**config.mk**
```make
export PLATFORM = sky130hd
export DESIGN_NAME = stopwatch_counter
export DESIGN_NICKNAME = d
export VERILOG_FILES = /design/src/rtl/stopwatch_counter.sv
export SDC_FILE = /design/constraint.sdc
export NUM_CORES = 1
export LEC_CHECK = 0
export CAP_MARGIN = 20
export CORE_MARGIN = 10
export CORE_UTILIZATION = 35
export DETAILED_ROUTE_END_ITERATION = 10
export PLACE_DENSITY_LB_ADDON = 0.05
export SLEW_MARGIN = 30
export SYNTH_ARGS = -nofsm -noshare
export SYNTH_HDL_FRONTEND = slang
export SYNTH_SLANG_ARGS = --single-unit
```
**constraint.sdc**
```tcl
create_clock -name clk -period 1.75 [get_ports clk]
set_input_delay 0.35 -clock clk [delete_from_list [all_inputs] [get_ports clk]]
set_output_delay 0.35 -clock clk [all_outputs]
set_load 0.02 [all_outputs]
```
**src/rtl/stopwatch_counter.sv**
```systemverilog
// stopwatch_counter: MM:SS stopwatch kept as four BCD digits.
// Counts on the 1 Hz tick while running. In adjust mode the selected field
// steps on the 2 Hz tick, and a blink phase on the 4 Hz tick blanks that field.
// All outputs are registered, so every change appears one clock after its cause.
module stopwatch_counter #(
  parameter int MIN_MAX      = 59,
  parameter bit RUN_AT_RESET = 1'b0
) (
  input  logic       clk,
  input  logic       rst,
  input  logic       tick_1hz,
  input  logic       tick_2hz,
  input  logic       tick_4hz,
  input  logic       pause,
  input  logic       adj_en,
  input  logic       sel,
  output logic [3:0] min_tens,
  output logic [3:0] min_ones,
  output logic [3:0] sec_tens,
  output logic [3:0] sec_ones,
  output logic       running,
  output logic       blank_min,
  output logic       blank_sec,
  output logic       wrap
);

  localparam logic [3:0] MAX_T = 4'(MIN_MAX / 10);
  localparam logic [3:0] MAX_O = 4'(MIN_MAX % 10);

  logic       phase;
  logic       sec_at_max;
  logic       min_at_max;
  logic       count_evt;
  logic       adj_sec_evt;
  logic       adj_min_evt;
  logic       phase_nxt;
  logic [3:0] sec_tens_inc;
  logic [3:0] sec_ones_inc;
  logic [3:0] min_tens_inc;
  logic [3:0] min_ones_inc;

  // Incremented digit values and the events that decide which field moves.
  // The count and adjust events are mutually exclusive on adj_en, so at most
  // one increment happens per cycle. The count event uses the running value
  // from before any pause toggle in the same cycle.
  always_comb begin
    sec_at_max   = (sec_tens == 4'd5) && (sec_ones == 4'd9);
    min_at_max   = (min_tens == MAX_T) && (min_ones == MAX_O);
    count_evt    = ~adj_en & tick_1hz & running;
    adj_sec_evt  = adj_en & tick_2hz & sel;
    adj_min_evt  = adj_en & tick_2hz & ~sel;
    phase_nxt    = adj_en ? (phase ^ tick_4hz) : 1'b0;
    sec_tens_inc = sec_tens;
    sec_ones_inc = sec_ones + 4'd1;
    if (sec_ones == 4'd9) begin
      sec_ones_inc = 4'd0;
      sec_tens_inc = sec_at_max ? 4'd0 : sec_tens + 4'd1;
    end
    min_tens_inc = min_tens;
    min_ones_inc = min_ones + 4'd1;
    if (min_at_max) begin
      min_tens_inc = 4'd0;
      min_ones_inc = 4'd0;
    end else if (min_ones == 4'd9) begin
      min_tens_inc = min_tens + 4'd1;
      min_ones_inc = 4'd0;
    end
  end

  // Time, run state, blink phase and the registered blank/wrap outputs.
  always_ff @(posedge clk) begin
    if (rst) begin
      min_tens  <= 4'd0;
      min_ones  <= 4'd0;
      sec_tens  <= 4'd0;
      sec_ones  <= 4'd0;
      running   <= RUN_AT_RESET;
      phase     <= 1'b0;
      blank_min <= 1'b0;
      blank_sec <= 1'b0;
      wrap      <= 1'b0;
    end else begin
      wrap <= count_evt & sec_at_max & min_at_max;
      if (count_evt || adj_sec_evt) begin
        sec_tens <= sec_tens_inc;
        sec_ones <= sec_ones_inc;
      end
      // Minutes move on a counting carry out of :59, or directly when adjusted.
      if ((count_evt && sec_at_max) || adj_min_evt) begin
        min_tens <= min_tens_inc;
        min_ones <= min_ones_inc;
      end
      running   <= running ^ pause;
      phase     <= phase_nxt;
      blank_min <= adj_en & ~sel & phase_nxt;
      blank_sec <= adj_en & sel & phase_nxt;
    end
  end

endmodule
```
==> run summary <==
The flow ran to the end, and the final reports show no timing, DRC or antenna violations. The first element of the critical path is sec_tens[1]. The number of top-level design ports is 28. The detailed-route via count is 990. The clock drives 21 sinks.

The actual transition at the worst max-transition pin came out at approximately 0.28 ns. The global-route total usage across every layer is 10.3%. Setup violations remaining at the end of the flow were counted as 0. The summed negative setup slack over all endpoints came out at 0 ns.

The global-route wire length before repair is approximately 4500 um. Entering global routing, the biggest net connects 17 pins. In the final routed layout, each cell accounts on average for around 15 um.

The worst setup path is launched from a flip-flop. The initial antenna violation count was 0. The top flip-flop cell by instance count after synthesis is dfxtp_1. The worst path needs roughly 1.7 ns of the cycle, external delays included.

The final number of hold-violating endpoints came to 0. Global routing consumed, on the met3 layer, 5.05% of the routing resources. At the end of routability-driven placement, the weighted congestion stood at 0.826. The worst hold path belongs to the class input port to flip-flop. The final cell count without fillers is between 150 and 200.

In this run, the number of DRC markers left after iteration 0 of detailed routing was about 60. The starting utilization of the core area is between 30% and 40%. In this run the most used layer during global routing was met2. The H-tree depth reported by CTS is 1. The post-route netlist has approximately a fifth of its cells at a drive strength greater than 1. The cell sitting at the root of the clock tree is a clkbuf_4.

For this design the ratio of total power to cell area is approximately 540 mW/mm^2. The clock skew after layout came out at between 0.003 and 0.004 ns. The width of the chip came out at ~74 um. The number of antenna diodes came out at 0. Setup repair after global routing could not meet its margin everywhere. Measured against its own limit, the worst slew margin works out to between 80 and 90%. The top cell types in the final layout, fill and taps aside, are 19 x dfxtp_1, 19 x buf_4, 10 x a21oi_1, 10 x dlymetal6s2s_1, 10 x clkdlybuf4s50_1. Counting flops with a built-in enable in the synthesized netlist gives 0. The met1 layer usage reported by global route is between 10% and 20%. The number of buffers on the longest clock path came out at 2. The worst voltage drop across the vdd grid came out at about 0.00050 V. At the end of the flow, the number of nets in the layout was 176. The endpoint class of the critical path is a flip-flop. The total number of placement rows is 19. The area added between synthesis and finish is 53.0%. The per-cell via count in the routed design came out at between 5 and 6. The register clock-pin slew on the reported worst setup and hold paths is 0.12 ns. The top-area cell type share of the netlist area came out at between 40% and 50%. The number of nets handed over by synthesis was about 130. The number of optimization iterations in the first detailed-route pass is 4. The latest clock arrival within the worst-skew pair came out at 0.31 ns. The routed wire length came out at between 2000 and 3000 um. The instance count after placement with tap cells included is ~190. The startpoint of the worst register-to-register path is sec_tens[1]. The startpoint identified for the worst hold timing path is tick_1hz. Of all cell types, the one taking the most synthesized area is dfxtp_1. The number of pins exceeding their max-slew limit in the final report came out at 0. For the worst setup path, the data required time is about 2.0 ns.

The DRC violation count after routing is 0. The final worst-path cycle share came out at a little over nine tenths. Summed over all cells, the static leakage comes to 0.769 nW. During synthesis, Yosys emitted a total of 0 warnings. The total half-perimeter wirelength after legalization and detailed placement is about 2000 um. The highest net fanout along the worst path came out at 5.

Of all flip-flops after synthesis, the portion carrying an async set or reset was 0%. The die area is between 0.005 and 0.006 sq mm. The area after detailed placement came out at about 0.0014 sq mm. The finished cells cover 0.00156 sq mm. The endpoint arrival time on the critical path is 1.95 ns. By area the synthesized netlist is led by dfxtp_1 41%, ha_1 7.3%, a21oi_1 5.4%, and3b_1 3.4%, or3_1 3.1%. TritonCTS built the clock tree. The highest clock frequency the design can meet came out at between 500 and 600 MHz. The critical path in this run is classified as flip-flop to flip-flop. Once detail routing completed, the nets flagged for antenna violations numbered 0. The synthesized flop and latch total came out at 21.

The number of maximum-capacitance violations is 0. The average size of a mapped cell is about 9.0 sq um. The sequential share of the synthesized area came out at roughly two fifths. The number of global-route vias before repair came out at 960.

The total of buffers placed on input and output ports is 27. The cell count after synthesis is ~110. The total standard cell area after synthesis came out at 0.00102 sq mm.

The area of the core region is ~0.0028 sq mm. The die span in y came out at between 70 and 80 um. The remaining global-route overflow came out at 0. The count of cell types in the netlist is 36.

The met2 track demand over resource came out at roughly 16%. Counting the buffers created by CTS gives 3.
## area by class of cell
class                   count  area, sq um
fillers                   267         1220
well taps                  31         38.8
inverters                   6         22.5
flip-flops and latches     21          423
multi-input cells          84          624
clock buffers               4         26.3
repair buffers             46          429
## state kept, by name, indices dropped and copies added (netlist names)
name       count
blank_min      1
wrap           1
min_tens       4
sec_ones       4
sec_tens       4
phase          1
running        1
blank_sec      1
min_ones       4
## synthesized netlist by cell type (all sizes together) (3+ instances only)
cell type	count
and3b	4
nand3b	4
nand2	6
nor2	4
dfxtp	21
nor3	4
nor2b	3
or3	5
inv	5
ha	6
nand3	4
or4	4
o21ai	7
a21oi	11
## worst max-delay path, stage by stage, from the launching register on
cell and delay, ns:
dfxtp_2 0.34, inv_2 0.06, ha_4 0.12, nand3b_1 0.11, o31a_1 0.36, or4_1 0.53, a21oi_1 0.12
## power by group
group	internal (mW)	switching (mW)	total [mW]
clock	0.0889	0.156	0.245
combinational	0.0517	0.0516	0.103
sequential	0.487	0.00870	0.496
total	0.628	0.217	0.845
## cells by family (layout without fill, tap and decap cells)
family	Yosys count	in the layout	synth area share, %
xor gates and xnor gates	4	4	3.43
buffers and inverters	9	56	3.43
and+or+nand+nor	44	44	26.2
adders and majority gates	6	6	7.34
AOI/OAI and AO/OA	30	30	18.5
DFF	21	21	41.1
## worst paths after layout
kind | end | slack (ns) | cells after the start
setup / recovery | min_tens[1] | 0.05 | 6
hold / removal | wrap | 0.48 | 4
setup reg to reg | min_tens[1] | 0.05 | 6
hold reg to reg | sec_tens[3] | 0.52 | 2
## what timing repair did
item / in CTS / in global routing
setup endpoints to repair: 11 / 12
pin swaps: 1 / 3
resized for setup: 7 / 18
hold buffers: 0 / 0
setup buffers: 0 / 3
## per-layer routing
metal	up-vias	share of wire, %
li1	520	-
met1	448	47
met2	20	44
met3	2	8.7
met4	0	0.57
met5	-	0
## through the flow
| step | setup WS, ns | utilization [%] | hold slack (ns) | power (mW) |
|---|---|---|---|---|
| floorplan | 0.00432 | - | 0.422 | 0.551 |
| global placement | -0.319 | 51.8 | 0.486 | 0.609 |
| detailed placement | -0.356 | 51.8 | 0.507 | 0.610 |
| CTS | -0.00390 | 52.5 | 0.532 | 0.852 |
| global route | -0.0178 | 56.2 | 0.513 | 0.885 |
| finish | 0.0543 | 56.2 | 0.484 | 0.845 |
Power figures use the tool's default switching activity.
